$ cat config.mk
export PLATFORM = sky130hd
export DESIGN_NAME = seq_mod_reducer_flat
export DESIGN_NICKNAME = d
export VERILOG_FILES = /design/src/rtl/seq_mod_reducer_if.sv /design/src/rtl/seq_mod_reducer.sv /design/src/flat_wrapper.sv
export SDC_FILE = /design/constraint.sdc
export NUM_CORES = 1
export LEC_CHECK = 0
export ABC_AREA = 1
export CORE_ASPECT_RATIO = 0.7
export CORE_MARGIN = 5
export CORE_UTILIZATION = 45
export CTS_CLUSTER_SIZE = 16
export DETAILED_ROUTE_END_ITERATION = 16
export PLACE_DENSITY_LB_ADDON = 0.15
export SLEW_MARGIN = 30
export SYNTH_ARGS = -nofsm -noshare
export SYNTH_HDL_FRONTEND = slang
export SYNTH_SLANG_ARGS = --single-unit
export TNS_END_PERCENT = 20
$ cat constraint.sdc
create_clock -name clk -period 9.25 [get_ports clk]
set_input_delay 1.3875 -clock clk [delete_from_list [all_inputs] [get_ports clk]]
set_output_delay 1.3875 -clock clk [all_outputs]
set_load 0.02 [all_outputs]
$ cat src/rtl/seq_mod_reducer_if.sv
// Operand/result handshake bundle for seq_mod_reducer.
// The master drives operands and accepts results; the slave is the reducer.
interface seq_mod_reducer_if #(
   parameter int N  = 400,
   parameter int RW = 7
);
   logic          in_valid;
   logic          in_ready;
   logic [N-1:0]  X;
   logic          out_valid;
   logic          out_ready;
   logic [RW-1:0] R;

   modport master (
      output in_valid, X, out_ready,
      input  in_ready, out_valid, R
   );

   modport slave (
      input  in_valid, X, out_ready,
      output in_ready, out_valid, R
   );
endinterface

$ cat src/rtl/seq_mod_reducer.sv
// Iterative X mod M reducer: K operand bits per clock, MSB-first Horner recurrence,
// one residue per S+2 clocks behind a valid/ready handshake.
module seq_mod_reducer #(
   parameter int N = 400,
   parameter int M = 107,
   parameter int K = 8
) (
   input logic           clk,
   input logic           rst_n,
   input logic           clr,
   seq_mod_reducer_if.slave bus
);

   localparam int RW = $clog2(M);
   localparam int S  = (N + K - 1) / K;
   localparam int SW = S * K;
   localparam int CW = (S > 1) ? $clog2(S) : 1;
   localparam logic [RW:0] MT = (RW + 1)'(M);

   typedef enum logic [1:0] {
      IDLE = 2'd0,
      RUN  = 2'd1,
      DONE = 2'd2
   } state_t;

   state_t        state, state_n;
   logic [SW-1:0] sreg;
   logic [RW-1:0] r;
   logic [RW-1:0] r_next;
   logic [RW-1:0] res;
   logic [CW-1:0] cnt;
   logic [K-1:0]  digit;
   logic [RW:0]   t;

   // Horner digit step: each bit doubles the residue and folds it back below M
   // with a single conditional subtract, so r < M holds after every bit.
   always_comb begin
      digit  = sreg[SW-1 -: K];
      r_next = r;
      t      = '0;
      // NOTE: blocking assignments here chain the K bit steps within one cycle;
      // each iteration must see the residue produced by the previous one.
      for (int i = K - 1; i >= 0; i--) begin
         t      = {r_next, digit[i]};
         r_next = (t >= MT) ? RW'(t - MT) : t[RW-1:0];
      end
   end

   // NOTE: state registers use non-blocking assignments so every flop samples
   // pre-edge values regardless of process ordering.
   always_ff @(posedge clk or negedge rst_n) begin
      if (!rst_n) state <= IDLE;
      else        state <= state_n;
   end

   always_comb begin
      // NOTE: default first so every path assigns state_n and no latch is inferred.
      state_n = state;
      unique case (state)
         IDLE:    if (bus.in_valid)  state_n = RUN;
         RUN:     if (cnt == '0)     state_n = DONE;
         DONE:    if (bus.out_ready) state_n = IDLE;
         default:                    state_n = IDLE;
      endcase
      // Abort wins over everything, including a same-edge accept.
      if (clr) state_n = IDLE;
   end

   always_ff @(posedge clk or negedge rst_n) begin
      if (!rst_n) begin
         sreg <= '0;
         r    <= '0;
         cnt  <= '0;
         res  <= '0;
      end else if (!clr) begin
         unique case (state)
            IDLE: begin
               if (bus.in_valid) begin
                  // Zero-extension at the MSB end only adds leading zero digits.
                  sreg <= SW'(bus.X);
                  r    <= '0;
                  cnt  <= CW'(S - 1);
               end
            end
            RUN: begin
               sreg <= sreg << K;
               r    <= r_next;
               if (cnt == '0) res <= r_next;
               else           cnt <= cnt - CW'(1);
            end
            default: ;
         endcase
      end
   end

   assign bus.in_ready  = (state == IDLE);
   assign bus.out_valid = (state == DONE);
   assign bus.R         = res;

endmodule
$ cat src/flat_wrapper.sv
// flat-port wrapper written by rule: the top's interface ports become plain ports
module seq_mod_reducer_flat 
#(
   parameter int N = 400,
   parameter int M = 107,
   parameter int K = 8
)
  (clk, rst_n, clr, bus_in_valid, bus_X, bus_out_ready, bus_in_ready, bus_out_valid, bus_R);
  seq_mod_reducer_if #(.N(N)) bus_i ();
  input logic clk;
  input logic rst_n;
  input logic clr;
  input wire logic [$bits(bus_i.in_valid)-1:0] bus_in_valid;
  input wire logic [$bits(bus_i.X)-1:0] bus_X;
  input wire logic [$bits(bus_i.out_ready)-1:0] bus_out_ready;
  output wire logic [$bits(bus_i.in_ready)-1:0] bus_in_ready;
  output wire logic [$bits(bus_i.out_valid)-1:0] bus_out_valid;
  output wire logic [$bits(bus_i.R)-1:0] bus_R;
  assign bus_i.in_valid = bus_in_valid;
  assign bus_i.X = bus_X;
  assign bus_i.out_ready = bus_out_ready;
  assign bus_in_ready = bus_i.in_ready;
  assign bus_out_valid = bus_i.out_valid;
  assign bus_R = bus_i.R;
  seq_mod_reducer #(.N(N), .M(M), .K(K)) u_core (.clk(clk), .rst_n(rst_n), .clr(clr), .bus(bus_i));
endmodule
Yosys cells after proc, flatten, opt, wreduce, memory -nomap -nowiden --
Index checks and enable logic that the tools add are counted.
Storage, ports and cells: output and inout bits 9, input port bits 405, register bits after elaboration 422, logic and storage cells 57
Cells by class: mux-type cells 20, reductions and logical operators 7, magnitude comparators 8, add/sub/neg operators 9, bitwise operators 1, equality and inequality tests 7
Operators by type and width (count):
- 400-bit one-hot mux with 2 select lines | 1
- 400-bit two-way mux | 1
- 8-bit by 7-bit >= comparator with 1-bit output, second input constant | 8
- 7-bit two-way mux | 9
- 7-bit subtractor, second input constant | 8
- 7-bit one-hot mux with 2 select lines | 1
- 6-bit two-way mux | 2
- 6-bit one-hot mux with 2 select lines | 1
- 3-bit AND reduction | 3
- 2-bit two-way mux | 4
- 6-bit logical NOT | 1
- 3-bit != test, second input constant | 2
- 2-bit one-hot mux with 3 select lines | 1
- 6-bit by 1-bit subtractor with 6-bit output, second input constant | 1
- 2-bit != test, second input constant | 2
- 4-bit AND reduction | 1
- 3-bit by 2-bit != test with 1-bit output, second input constant | 1
- 2-bit by 1-bit equality test with 1-bit output, second input constant | 1
- 2-bit equality test, second input constant | 1
- 2-bit logical NOT | 1
- 2-bit nonzero test | 1
- 1-bit NOT | 1

Logic depth before layout (Yosys ltp) --
depth after elaboration 17, mapped depth 77, gate-level depth less buffers 76

Worst setup path before layout --
OpenSTA, ideal clock, no wires.
path kind flip-flop to flip-flop, start register u_core.r[0], end register u_core.r[0], stages on the path, launching flop included 76, buffers on the path 1, setup slack 2.142 ns, data arrival time 6.990 ns, setup time 0.118 ns, clock period less this slack 7.108 ns, cells stage by stage dfrtp_1 -> ha_1 -> nor2_1 -> nor2_2 -> nand2_4 -> nand2_4 -> buf_8 -> nand2_1 -> nand2_1 -> inv_1 -> ha_1 -> inv_1 -> nand3_1 -> nand2_1 -> inv_1 -> nand2_2 -> nand2_4 -> nand2_1 -> (+40 left out) -> inv_1 -> nand3_1 -> nand2_1 -> inv_1 -> nand2_1 -> nand2_4 -> nand2_1 -> nand2_1 -> inv_1 -> ha_1 -> inv_1 -> nand3_1 -> nand2_1 -> inv_1 -> nand2_2 -> nand3_1 -> nand3_1 -> nand2_1
Between the ends: longest elaborated chain between the ends 17
RTL lines:
- from (decl) | RTL line seq_mod_reducer.sv:28 | logic [RW-1:0] r;
- from (signal assigned) | RTL line seq_mod_reducer.sv:87 | r <= r_next;
- 7-bit subtractor or 8-bit by 7-bit >= comparator with 1-bit output (tied branches) | RTL line seq_mod_reducer.sv:45 | r_next = (t >= MT) ? RW'(t - MT) : t[RW-1:0];
- 7-bit two-way mux * | RTL line seq_mod_reducer.sv:45
- 7-bit subtractor or 8-bit by 7-bit >= comparator with 1-bit output (tied branches) | RTL line seq_mod_reducer.sv:45
- 7-bit two-way mux * | RTL line seq_mod_reducer.sv:45
- 7-bit subtractor or 8-bit by 7-bit >= comparator with 1-bit output (tied branches) | RTL line seq_mod_reducer.sv:45
- 7-bit two-way mux * | RTL line seq_mod_reducer.sv:45
- 7-bit subtractor or 8-bit by 7-bit >= comparator with 1-bit output (tied branches) | RTL line seq_mod_reducer.sv:45
- 7-bit two-way mux * | RTL line seq_mod_reducer.sv:45
- 7-bit subtractor or 8-bit by 7-bit >= comparator with 1-bit output (tied branches) | RTL line seq_mod_reducer.sv:45
- 7-bit two-way mux * | RTL line seq_mod_reducer.sv:45
- 7-bit subtractor or 8-bit by 7-bit >= comparator with 1-bit output (tied branches) | RTL line seq_mod_reducer.sv:45
- 7-bit two-way mux * | RTL line seq_mod_reducer.sv:45
- 8-bit by 7-bit >= comparator with 1-bit output or 7-bit subtractor (tied branches) | RTL line seq_mod_reducer.sv:45
- 7-bit two-way mux * | RTL line seq_mod_reducer.sv:45
- 8-bit by 7-bit >= comparator with 1-bit output * | RTL line seq_mod_reducer.sv:45
- 7-bit two-way mux * | RTL line seq_mod_reducer.sv:45
- 7-bit one-hot mux with 2 select lines * | RTL line seq_mod_reducer.sv:76 | unique case (state)
Every way passes the cells marked *; elsewhere a longest branch is shown, timed or not. A chain may end at the register's enable or synchronous reset.

Worst setup path after layout --
start register u_core.r[0], end register u_core.r[3]
Between the ends: longest elaborated chain between the ends 17
RTL lines (RTL line):
- 7-bit subtractor or 8-bit by 7-bit >= comparator with 1-bit output (tied branches) | seq_mod_reducer.sv:45
- 7-bit two-way mux * | seq_mod_reducer.sv:45
- 7-bit subtractor or 8-bit by 7-bit >= comparator with 1-bit output (tied branches) | seq_mod_reducer.sv:45
- 7-bit two-way mux * | seq_mod_reducer.sv:45
- 7-bit subtractor or 8-bit by 7-bit >= comparator with 1-bit output (tied branches) | seq_mod_reducer.sv:45
- 7-bit two-way mux * | seq_mod_reducer.sv:45
- 7-bit subtractor or 8-bit by 7-bit >= comparator with 1-bit output (tied branches) | seq_mod_reducer.sv:45
- 7-bit two-way mux * | seq_mod_reducer.sv:45
- 7-bit subtractor or 8-bit by 7-bit >= comparator with 1-bit output (tied branches) | seq_mod_reducer.sv:45
- 7-bit two-way mux * | seq_mod_reducer.sv:45
- 7-bit subtractor or 8-bit by 7-bit >= comparator with 1-bit output (tied branches) | seq_mod_reducer.sv:45
- 7-bit two-way mux * | seq_mod_reducer.sv:45
- 8-bit by 7-bit >= comparator with 1-bit output or 7-bit subtractor (tied branches) | seq_mod_reducer.sv:45
- 7-bit two-way mux * | seq_mod_reducer.sv:45
- 7-bit subtractor or 8-bit by 7-bit >= comparator with 1-bit output (tied branches) | seq_mod_reducer.sv:45
- 7-bit two-way mux * | seq_mod_reducer.sv:45
- 7-bit one-hot mux with 2 select lines * | seq_mod_reducer.sv:76
Marked as above.

==> reports/results.ini <==
[floorplanning]
core_area_mm2=0.0467
die_h_um=193
die_width_um=271
start_util_pct=45.9
num_io_pins=414
num_rows=66
die_area_mm2=0.0522

[timing]
finalSetupViolCount=0
hold_viol_final=0
rsz0062_at_grt=false
maxSlewHeadroom_pct=38.1
fmax_mhz=122
worstMarginPinSlew_ns=0.929
layout_min_cycle_time_ns=8.19
finalSetupTns_ns=0
skew_ns=0.0213
timing.final.crit_share_pct=88.5
finalMaxSlewViolations=0

[setup_path]
critPathSlowestCell=dfrtp_1
crit_start=u_core.r[0]$_DFFE_PN0P_
crit_top_cell=nand2_1
cp_data_required_time_ns=9.68
worstSetupEndpoint=u_core.r[3]$_DFFE_PN0P_
r2r-start=u_core.r[0]$_DFFE_PN0P_
crit_fanout=11
crit_type=flop to flop
arrival_ns=8.62
r2r_end=u_core.r[3]$_DFFE_PN0P_
critPathLaunchType=flop
r2r_slack_ns=1.06
end_kind=flop
slowest_delay_ns=0.43
r2r_cells=73

[detailed_routing]
routedWlPerCell_um=16.4
drtIter0Drc=1507
avgViaCountPerCell=5.17
postRouteAntennaNets=0
totalWireLength_mm=60.2
vias=18983
post-route-drc-count=0
drt-pass1-iter-count=6

[logic_synthesis]
synth_cell_types=41
synth_nets=3129
synth_area_mm2=0.0214
synth_edf_count=0
syn_avg_cell_area_um2=7.90
synth_seq_cells=422
synthTopCellsByArea=dfrtp_1, nand2_1, o211ai_1, a31oi_1, o21ai_0
netlist.area_leader.share_pct=49.3
async_flop_share_pct=100
synth_cells=2714
ys_warn_count=0
synthFlopType=dfrtp_1
yosysTopAreaCell=dfrtp_1
ys_seq_area_share_pct=49.3

[global_route]
grt_antenna_before_repair=16
grt_use_total_pct=22.4
grt_pass1_wl_mm=96.4
grt-ovfl-total=0
grt_max_degree=266
grt_pass1_vias=18233

[clock_tree]
cts_hold_buf=0
postCtsSetupRepairBufs=0
cts_max_path_buffers=3
cts_made_buffers=44
cts-root-buf=clkbuf_16
cts_max_level=2
cts.repair.resized=0
worst_skew_pair.late_latency_ns=0.56
clk_pin_slew_ns=0.06
cts_tree=built
cts.sinks=422

[cells_and_area]
fin_nets=3435
drive_above_1_share_pct=6.13
fillers=4240
syn_to_final_growth_pct=27.9
seq_area_mm2=0.0106
multiInputGateArea_mm2=0.00914

[hold_path]
hp-class=flop to flop
worstHoldPathCells=2

[placement]
routabilityCongestion=0.853
portBuffers=413
hpwl_mm=42.7

[status]
status=complete, no violations

[job]
drv_cap=0

-- placed cells by master (no fill, tap or decap), types with 2 or more instances in the layout --
master / count
nand3_1: 91
nand2_2: 27
dfrtp_1: 422
a21oi_1: 7
a22oi_1: 6
nand3_2: 5
nor2_2: 4
o21ai_1: 2
nand2_4: 18
nor2_1: 210
inv_1: 266
a21oi_2: 3
a31oi_1: 182
ha_1: 10
nand2_8: 2
a21oi_4: 3
o21ai_0: 224
xnor2_1: 2
buf_4: 15
buf_12: 3
nor3_1: 4
nor2_4: 2
o21ai_2: 6
o21bai_1: 3
inv_2: 16
buf_16: 4
nand2_1: 791
a21boi_1: 2
and2_1: 2
clkbuf_16: 45
o211ai_1: 199
diode_2: 7
clkbuf_8: 12
clkbuf_1: 7
clkinv_2: 10
clkdlybuf4s50_1: 412
xor2_1: 10
nand3b_1: 7
nand4_1: 3
-- area by class of cell --
class,count,share of cell area (%)
Antenna cell,7,0.0639
Timing Repair Buffer,436,16.2
Sequential cell,422,38.5
Multi-Input combinational cell,1832,33.3
Clock inverter,14,0.411
Clock buffer,64,4.81
Inverter,284,3.90
Tap cell,612,2.79
-- critical path: cells and delay by family (launching register included) --
family                   cells  cell delay (ns)
adder cells (fa/ha/maj)      8             1.54
buffers and inverters       15             0.95
flip-flops                   1             0.43
AND/OR/NAND/NOR             50             5.08
-- registers in the layout (all words and copies together), names as in the netlist --
| register | cells |
|---|---|
| u_core.bus.R | 7 |
| u_core.state | 2 |
| u_core.sreg | 400 |
| u_core.cnt | 6 |
| u_core.r | 7 |
-- cell families after synthesis --
family                   synth area share [%]
AO/OA/AOI/OAI                            18.9
XOR/XNOR                                0.490
adder cells (fa/ha/maj)                 0.584
buffers and inverters                    8.13
flip-flops                               49.3
AND/OR/NAND/NOR                          22.6
-- cell usage after synthesis, drive strengths merged, types with 2 or more instances --
cell type  instances
nand2            838
dfrtp            422
inv              283
o21ai            232
nor2             216
o211ai           199
a31oi            182
clkbuf           171
nand3             97
a21oi             13
ha                10
xor2              10
nand3b             7
a22oi              6
buf                5
nor3               5
a21boi             4
nand4              3
o21bai             3
and2               2
xnor2              2
-- worst min path at each step --
stage / from / end / slack, ns
final: u_core.cnt[0]$_DFFE_PN0P_ / u_core.cnt[0]$_DFFE_PN0P_ / 0.48
after global routing: u_core.sreg[146]$_DFFE_PN0P_ / u_core.sreg[146]$_DFFE_PN0P_ / 0.52
after CTS: u_core.cnt[0]$_DFFE_PN0P_ / u_core.cnt[0]$_DFFE_PN0P_ / 0.49
after detailed placement: u_core.cnt[0]$_DFFE_PN0P_ / u_core.cnt[0]$_DFFE_PN0P_ / 0.47
after global placement: u_core.cnt[0]$_DFFE_PN0P_ / u_core.cnt[0]$_DFFE_PN0P_ / 0.47
after floorplan: u_core.cnt[0]$_DFFE_PN0P_ / u_core.cnt[0]$_DFFE_PN0P_ / 0.45
-- metal layers --
layer  part of all wire, %  GRT usage [%]
met5                  0.25              0
met4                   1.6           4.29
met3                   5.3           4.86
met2                    47           36.3
met1                    46           31.6
-- per-stage QoR --
step                util, %  hold WS (ns)  worst slack [ns]  cell area, um^2  instances
floorplan                 -         0.449              2.14            21400       2714
global placement       55.3         0.466              1.54            25900       3582
detailed placement     55.3         0.475              1.17            25900       3582
CTS                    58.4         0.488              1.13            27300       3660
global route           58.7         0.521             0.201            27400       3670
finish                 58.7         0.477              1.06            27400       3671
Power is left out: the tool's default activity adds up to more than one toggle a clock period on the data nets, which glitch-free logic cannot reach.
